$ cat src/rtl/player_motion_if.sv
// Keycode inputs and per-player display outputs between the SoC side
// and the fighter motion controller.
interface player_motion_if #(
  parameter int NUM_PLAYERS = 2
);
  logic [7:0]               keycode_0;
  logic [7:0]               keycode_1;
  logic [7:0]               keycode_2;
  logic [7:0]               keycode_3;
  logic [10*NUM_PLAYERS-1:0] pos_x;
  logic [10*NUM_PLAYERS-1:0] pos_y;
  logic [2*NUM_PLAYERS-1:0]  state;
  logic [NUM_PLAYERS-1:0]    facing;
  logic [NUM_PLAYERS-1:0]    attack_active;
  logic                      frame_tick;

  modport master (
    output keycode_0, keycode_1,
    output keycode_2, keycode_3,
    input  pos_x, pos_y, state,
    input  facing, attack_active,
    input  frame_tick
  );

  modport slave (
    input  keycode_0, keycode_1,
    input  keycode_2, keycode_3,
    output pos_x, pos_y, state,
    output facing, attack_active,
    output frame_tick
  );
endinterface

$ cat src/rtl/player_motion_ctrl.sv
// Per-frame walk/jump/attack controller for up to four fighters,
// stepped once per VGA vsync rising edge.
module player_motion_ctrl #(
  parameter int NUM_PLAYERS = 2,
  parameter logic [32*NUM_PLAYERS-1:0] KEY_MAP =
    {8'h10, 8'h52, 8'h4F, 8'h50,
     8'h09, 8'h1A, 8'h07, 8'h04},
  parameter int X_MIN         = 0,
  parameter int X_MAX         = 575,
  parameter int GROUND_Y      = 352,
  parameter int SPACING       = 256,
  parameter int PLAYER_W      = 64,
  parameter int WALK_STEP     = 2,
  parameter int JUMP_VEL      = 12,
  parameter int GRAVITY       = 1,
  parameter int ATTACK_FRAMES = 12
) (
  input logic Clk,
  input logic Reset_n,
  input logic vs,
  player_motion_if.slave io
);

  typedef enum logic [1:0] {
    IDLE   = 2'd0,
    WALK   = 2'd1,
    AIR    = 2'd2,
    ATTACK = 2'd3
  } st_e;

  localparam int NP = NUM_PLAYERS;

  localparam logic signed [11:0] XMIN_S = 12'(X_MIN);
  localparam logic signed [11:0] XMAX_S = 12'(X_MAX);
  localparam logic signed [11:0] STEP_S = 12'(WALK_STEP);
  localparam logic signed [11:0] PW_S   = 12'(PLAYER_W);
  localparam logic signed [10:0] GY_S   = 11'(GROUND_Y);
  localparam logic [9:0]         GY     = 10'(GROUND_Y);
  localparam logic signed [7:0]  JV     = 8'(JUMP_VEL);
  localparam logic signed [7:0]  GRAV   = 8'(GRAVITY);
  localparam logic [7:0]         AF     = 8'(ATTACK_FRAMES);

  logic s1, s2, s3;
  logic tick;

  st_e                st_q   [NP];
  st_e                st_d   [NP];
  logic [9:0]         x_q    [NP];
  logic [9:0]         x_d    [NP];
  logic [9:0]         y_q    [NP];
  logic [9:0]         y_d    [NP];
  logic signed [7:0]  vel_q  [NP];
  logic signed [7:0]  vel_d  [NP];
  logic [7:0]         cnt_q  [NP];
  logic [7:0]         cnt_d  [NP];
  logic               held_q [NP];
  logic               held_d [NP];
  logic               face_q [NP];
  logic               face_d [NP];

  function automatic logic hit(
    input logic [7:0] c,
    input logic [7:0] k0,
    input logic [7:0] k1,
    input logic [7:0] k2,
    input logic [7:0] k3
  );
    return (c != 8'h00) &&
      (c == k0 || c == k1 ||
       c == k2 || c == k3);
  endfunction

  assign tick = s2 & ~s3;

  always_ff @(posedge Clk or negedge Reset_n) begin
    if (!Reset_n) begin
      s1 <= 1'b0;
      s2 <= 1'b0;
      s3 <= 1'b0;
    end else begin
      s1 <= vs;
      s2 <= s1;
      s3 <= s2;
    end
  end

  logic              k_l, k_r, k_j, k_a;
  logic              mv, blk;
  logic signed [11:0] cand, diff;
  logic signed [10:0] yn;

  always_comb begin
    k_l  = 1'b0;
    k_r  = 1'b0;
    k_j  = 1'b0;
    k_a  = 1'b0;
    mv   = 1'b0;
    blk  = 1'b0;
    cand = '0;
    diff = '0;
    yn   = '0;
    for (int i = 0; i < NP; i++) begin
      st_d[i]   = st_q[i];
      x_d[i]    = x_q[i];
      y_d[i]    = y_q[i];
      vel_d[i]  = vel_q[i];
      cnt_d[i]  = cnt_q[i];
      face_d[i] = face_q[i];

      k_l = hit(KEY_MAP[32*i +: 8],
                io.keycode_0, io.keycode_1,
                io.keycode_2, io.keycode_3);
      k_r = hit(KEY_MAP[32*i+8 +: 8],
                io.keycode_0, io.keycode_1,
                io.keycode_2, io.keycode_3);
      k_j = hit(KEY_MAP[32*i+16 +: 8],
                io.keycode_0, io.keycode_1,
                io.keycode_2, io.keycode_3);
      k_a = hit(KEY_MAP[32*i+24 +: 8],
                io.keycode_0, io.keycode_1,
                io.keycode_2, io.keycode_3);

      held_d[i] = k_a & held_q[i];
      mv = k_l ^ k_r;

      cand = k_r ? $signed({2'b00, x_q[i]}) + STEP_S
                 : $signed({2'b00, x_q[i]}) - STEP_S;
      if (cand < XMIN_S) cand = XMIN_S;
      if (cand > XMAX_S) cand = XMAX_S;

      // Blocking uses last frame's positions so players never need arbitration
      blk = 1'b0;
      for (int j = 0; j < NP; j++) begin
        diff = cand - $signed({2'b00, x_q[j]});
        if (diff < 0) diff = -diff;
        if (j != i && diff < PW_S) blk = 1'b1;
      end

      yn = $signed({1'b0, y_q[i]}) - 11'(vel_q[i]);

      unique case (st_q[i])
        IDLE, WALK: begin
          if (k_a && !held_q[i]) begin
            st_d[i]   = ATTACK;
            cnt_d[i]  = AF;
            held_d[i] = 1'b1;
          end else if (k_j) begin
            st_d[i]  = AIR;
            vel_d[i] = JV;
          end else if (mv) begin
            st_d[i]   = WALK;
            face_d[i] = k_r;
            if (!blk) x_d[i] = cand[9:0];
          end else begin
            st_d[i] = IDLE;
          end
        end
        AIR: begin
          vel_d[i] = vel_q[i] - GRAV;
          if (yn < 0) begin
            y_d[i] = '0;
          end else if (yn >= GY_S) begin
            y_d[i]  = GY;
            st_d[i] = IDLE;
          end else begin
            y_d[i] = yn[9:0];
          end
          if (mv) begin
            face_d[i] = k_r;
            if (!blk) x_d[i] = cand[9:0];
          end
        end
        ATTACK: begin
          cnt_d[i] = cnt_q[i] - 8'd1;
          if (cnt_d[i] == 8'd0) st_d[i] = IDLE;
        end
      endcase
    end
  end

  always_ff @(posedge Clk or negedge Reset_n) begin
    if (!Reset_n) begin
      for (int i = 0; i < NP; i++) begin
        st_q[i]   <= IDLE;
        x_q[i]    <= 10'(X_MIN + i * SPACING);
        y_q[i]    <= GY;
        vel_q[i]  <= '0;
        cnt_q[i]  <= '0;
        held_q[i] <= 1'b0;
        face_q[i] <= (i == 0);
      end
    end else if (tick) begin
      for (int i = 0; i < NP; i++) begin
        st_q[i]   <= st_d[i];
        x_q[i]    <= x_d[i];
        y_q[i]    <= y_d[i];
        vel_q[i]  <= vel_d[i];
        cnt_q[i]  <= cnt_d[i];
        held_q[i] <= held_d[i];
        face_q[i] <= face_d[i];
      end
    end
  end

  always_comb begin
    io.pos_x         = '0;
    io.pos_y         = '0;
    io.state         = '0;
    io.facing        = '0;
    io.attack_active = '0;
    io.frame_tick    = tick;
    for (int i = 0; i < NP; i++) begin
      io.pos_x[10*i +: 10]   = x_q[i];
      io.pos_y[10*i +: 10]   = y_q[i];
      io.state[2*i +: 2]     = st_q[i];
      io.facing[i]           = face_q[i];
      io.attack_active[i]    = (st_q[i] == ATTACK);
    end
  end

endmodule

$ cat src/flat_wrapper.sv
// flat-port wrapper written by rule: the top's interface ports become plain ports
module player_motion_ctrl_flat 
#(
  parameter int NUM_PLAYERS = 2,
  parameter logic [32*NUM_PLAYERS-1:0] KEY_MAP =
    {8'h10, 8'h52, 8'h4F, 8'h50,
     8'h09, 8'h1A, 8'h07, 8'h04},
  parameter int X_MIN         = 0,
  parameter int X_MAX         = 575,
  parameter int GROUND_Y      = 352,
  parameter int SPACING       = 256,
  parameter int PLAYER_W      = 64,
  parameter int WALK_STEP     = 2,
  parameter int JUMP_VEL      = 12,
  parameter int GRAVITY       = 1,
  parameter int ATTACK_FRAMES = 12
)
  (Clk, Reset_n, vs, io_keycode_0, io_keycode_1, io_keycode_2, io_keycode_3, io_pos_x, io_pos_y, io_state, io_facing, io_attack_active, io_frame_tick);
  player_motion_if #(.NUM_PLAYERS(NUM_PLAYERS)) io_i ();
  input logic Clk;
  input logic Reset_n;
  input logic vs;
  input wire logic [$bits(io_i.keycode_0)-1:0] io_keycode_0;
  input wire logic [$bits(io_i.keycode_1)-1:0] io_keycode_1;
  input wire logic [$bits(io_i.keycode_2)-1:0] io_keycode_2;
  input wire logic [$bits(io_i.keycode_3)-1:0] io_keycode_3;
  output wire logic [$bits(io_i.pos_x)-1:0] io_pos_x;
  output wire logic [$bits(io_i.pos_y)-1:0] io_pos_y;
  output wire logic [$bits(io_i.state)-1:0] io_state;
  output wire logic [$bits(io_i.facing)-1:0] io_facing;
  output wire logic [$bits(io_i.attack_active)-1:0] io_attack_active;
  output wire logic [$bits(io_i.frame_tick)-1:0] io_frame_tick;
  assign io_i.keycode_0 = io_keycode_0;
  assign io_i.keycode_1 = io_keycode_1;
  assign io_i.keycode_2 = io_keycode_2;
  assign io_i.keycode_3 = io_keycode_3;
  assign io_pos_x = io_i.pos_x;
  assign io_pos_y = io_i.pos_y;
  assign io_state = io_i.state;
  assign io_facing = io_i.facing;
  assign io_attack_active = io_i.attack_active;
  assign io_frame_tick = io_i.frame_tick;
  player_motion_ctrl #(.NUM_PLAYERS(NUM_PLAYERS), .KEY_MAP(KEY_MAP), .X_MIN(X_MIN), .X_MAX(X_MAX), .GROUND_Y(GROUND_Y), .SPACING(SPACING), .PLAYER_W(PLAYER_W), .WALK_STEP(WALK_STEP), .JUMP_VEL(JUMP_VEL), .GRAVITY(GRAVITY), .ATTACK_FRAMES(ATTACK_FRAMES)) u_core (.Clk(Clk), .Reset_n(Reset_n), .vs(vs), .io(io_i));
endmodule
$ cat config.mk
export PLATFORM = sky130hd
export DESIGN_NAME = player_motion_ctrl_flat
export DESIGN_NICKNAME = d
export VERILOG_FILES = /design/src/rtl/player_motion_if.sv /design/src/rtl/player_motion_ctrl.sv /design/src/flat_wrapper.sv
export SDC_FILE = /design/constraint.sdc
export NUM_CORES = 1
export LEC_CHECK = 0
export ABC_AREA = 1
export BUFFER_PORTS_ARGS = -buffer_cell sky130_fd_sc_hd__buf_4
export CAP_MARGIN = 20
export CORE_MARGIN = 4
export CORE_UTILIZATION = 30
export CTS_CLUSTER_SIZE = 28
export DETAILED_ROUTE_END_ITERATION = 8
export SETUP_SLACK_MARGIN = 0.05
export SYNTH_ARGS = -nofsm -noshare
export SYNTH_HDL_FRONTEND = slang
export SYNTH_SLANG_ARGS = --single-unit
$ cat constraint.sdc
create_clock -name Clk -period 6.5 [get_ports Clk]
set_input_delay 0.65 -clock Clk [delete_from_list [all_inputs] [get_ports Clk]]
set_output_delay 0.65 -clock Clk [all_outputs]
set_load 0.02 [all_outputs]
==> impl_metrics.json <==
{
  "status": "finished clean",
  "wl_um": 22000,
  "io_pins": 84,
  "cp_data_arrival_time_ns": 4.30,
  "drive_gt1_frac": 0.148,
  "viasPerCell": 4.81,
  "path_max_fanout": 11,
  "ys.flop_type": "dfrtp_1",
  "cpMostUsedCell": "nand3_1",
  "drt_iter0_drc": 564,
  "die-area_um2": 29600,
  "ys_async_sr_fraction": 1.00,
  "power_leakage_nw": 5.06,
  "synth_mux_area_frac": 0.00140,
  "rsz0062_at_grt": "no",
  "ys_ff_latch": 83,
  "cts.sinks": 83,
  "fin_nets": 1418,
  "fillers": 2859,
  "drc": 0,
  "cts_setup_buffers": 0,
  "tritoncts": "done",
  "n_antenna_cell": 0,
  "antenna_found_initial": 0,
  "cts_resized": 0,
  "cts_root_buf": "clkbuf_16",
  "clock_path_buffers": 2,
  "std_cell_rows": 59,
  "grt.total_usage": 0.149,
  "wl_per_cell_um": 13.2,
  "critical_path.top_delay_family": "simple AND/OR/NAND/NOR gates",
  "synth_xor_area_frac": 0.0486,
  "insertion_delay_ns": 0.35,
  "crit_slowest_cell": "dfrtp_1",
  "drv_cap": 0,
  "synth_top_family_by_area": "simple AND/OR/NAND/NOR gates",
  "layout_common_cells": "nand2_1, inv_1, nor2_1",
  "path_buf_inv": 5,
  "ys_types": 45,
  "clk_pin_slew_ns": 0.07,
  "start_kind": "flip-flop",
  "grt_pass1_wl_um": 36400,
  "setup_tns_ns": 0,
  "overflow": 0,
  "h-tree-depth": 3,
  "synth-compound-area-share": 0.0881,
  "yosys_warnings": 0,
  "finalMaxSlewViolations": 0,
  "fmax_mhz": 246,
  "finalCritPeriodShare": 0.626,
  "synth_area_leaders": "dfrtp_1, nand2_1, inv_1",
  "yosysTopAreaCellShare": 0.233,
  "timing.critical_path.slowest_cell_delay_ns": 0.46,
  "syn_inst": 1245,
  "setup_viol": 0,
  "portBuffers": 83,
  "via_count": 8034,
  "powerDensity_nw_per_um2": 290,
  "fp.coreArea_um2": 26300,
  "p_total_mw": 2.71,
  "ant_nets": 0,
  "syn_nets": 1334,
  "chipWidth_um": 172,
  "fin_skew_ns": 0.00940,
  "syn_area_um2": 8070,
  "grt_pass1_vias": 7446,
  "syn_avg_cell_area_um2": 6.48,
  "ir_worst_vdd_mv": 0.141,
  "hpwl_um": 17600,
  "holdCritPathClass": "in -> async",
  "ys_seq_area_frac": 0.259,
  "hold_buffers": 0,
  "path_class": "reg -> reg",
  "routabilityCongestion": 0.897,
  "cts_buffers": 9,
  "die_h_um": 172,
  "grt_max_degree": 47,
  "synth_enable_flop_cells": 0,
  "initial_core_util": 0.307,
  "drtPass1Iterations": 5,
  "final_common_cell": "nand2_1",
  "cp.required_ns": 6.73,
  "synth_area_leader_cell": "dfrtp_1",
  "slew_headroom": 0.525,
  "finalCriticalPeriod_ns": 4.07,
  "synth-adder-area-share": 0.0875,
  "end_kind": "flip-flop",
  "tightest_slew_ns": 0.712,
  "syn_to_final_growth_pct": 16.1,
  "final_hold_viol_count": 0,
  "synth-simple-area-share": 0.418
}
-- metrics by stage --
stage          cells  hold WS, ns  cell area (µm²)  setup slack (ns)  utilization
5_1_grt         1669        0.319             9360              2.01        0.356
3_3_place_gp    1653        0.336             9040              2.30        0.344
6_report        1669        0.286             9360              2.43        0.356
3_5_place_dp    1653        0.343             9040              2.29        0.344
2_1_floorplan   1245        0.331             8070              3.10            -
4_1_cts         1669        0.298             9360              2.44        0.356
-- power breakdown --
part | total, mW | leakage [nW] | switching [mW] | internal (mW)
sequential | 0.713 | 1.07 | 0.0872 | 0.626
clock | 0.560 | 0.157 | 0.249 | 0.311
combinational | 1.44 | 3.83 | 0.916 | 0.525
total | 2.71 | 5.06 | 1.25 | 1.46
-- logic make-up after synthesis --
kind of cell,count (synthesis)
muxes,1
buffers and inverters,202
adders and majority gates,54
AOI/OAI and AO/OA,119
and+or+nand+nor,743
xor gates and xnor gates,43
DFF,83
-- cell usage after synthesis (3+ instances only) --
cell,number
nand2_1,357
inv_1,182
nor2_1,138
nand3_1,117
dfrtp_1,75
o21ai_0,51
ha_1,50
nand4_1,46
xor2_1,39
nand2_2,28
a21oi_1,23
nor2_2,14
o22ai_1,10
o31ai_1,10
nand3_2,9
nor3_1,9
dfstp_2,8
inv_2,8
a21oi_2,6
o211ai_1,6
nor2_4,5
a31oi_1,4
and2_1,4
clkbuf_1,4
fa_1,4
nand4_2,4
o21ai_2,4
buf_4,3
nand3b_1,3
-- final cells by class --
type / instances / area [µm²] / area share
clock buffers: 9 / 225 / 0.0241
clock inverters: 7 / 90.1 / 0.00962
inverters: 191 / 717 / 0.0766
multi-input cells: 960 / 5190 / 0.555
flip-flops and latches: 83 / 2090 / 0.223
well taps: 335 / 419 / 0.0448
repair buffers: 84 / 631 / 0.0674
-- metal layers --
layer / global-route usage / vias up / routed length (µm)
met4: 0.0308 / 0 / 210
met3: 0.0258 / 18 / 930
met2: 0.241 / 152 / 10000
met5: 0 / - / 0
met1: 0.209 / 3680 / 10800
li1: - / 4184 / -
-- worst reg2reg max path, cell delays in order (launching register included) --
cell and delay, ns:
dfrtp_1 0.46, inv_1 0.28, ha_1 0.26, nand3_1 0.14
nor2_1 0.16, nand3_1 0.09, o211ai_1 0.10, nand2_1 0.14
inv_1 0.09, nand2_2 0.09, nand3_1 0.11, inv_1 0.05
ha_1 0.16, inv_1 0.10, fa_1 0.42, inv_1 0.06
nand2_1 0.04, nor2_1 0.11, nand3_1 0.08, nor2_1 0.09
nand2_1 0.08, nand3_1 0.08, nor2_1 0.04, nand3_1 0.29
nand3_2 0.27, nand2_1 0.12, nand2_1 0.06
-- state kept, by name, indices dropped and copies added (netlist names) --
signal / cells
u_core.cnt_q: 16
u_core.held_q: 2
u_core.io.facing: 2
u_core.io.pos_x: 20
u_core.io.pos_y: 20
u_core.io.state: 4
u_core.s1: 1
u_core.s2: 1
u_core.s3: 1
u_core.vel_q: 16
-- path summary, 6_finish.rpt --
path                                     start                   to  slack (ns)  cells after the start
setup / recovery           u_core.io.pos_x[11]  u_core.io.pos_x[14]        2.43                     26
hold / removal                         Reset_n  u_core.io.pos_x[13]        0.29                      1
setup reg to reg           u_core.io.pos_x[11]  u_core.io.pos_x[14]        2.43                     26
hold reg to reg                      u_core.s1            u_core.s2        0.36                      0
max in group asynchronous              Reset_n      u_core.cnt_q[5]        5.19                      2
min in group Clk                     u_core.s1            u_core.s2        0.36                      0
(Power assumes the default switching activity.)
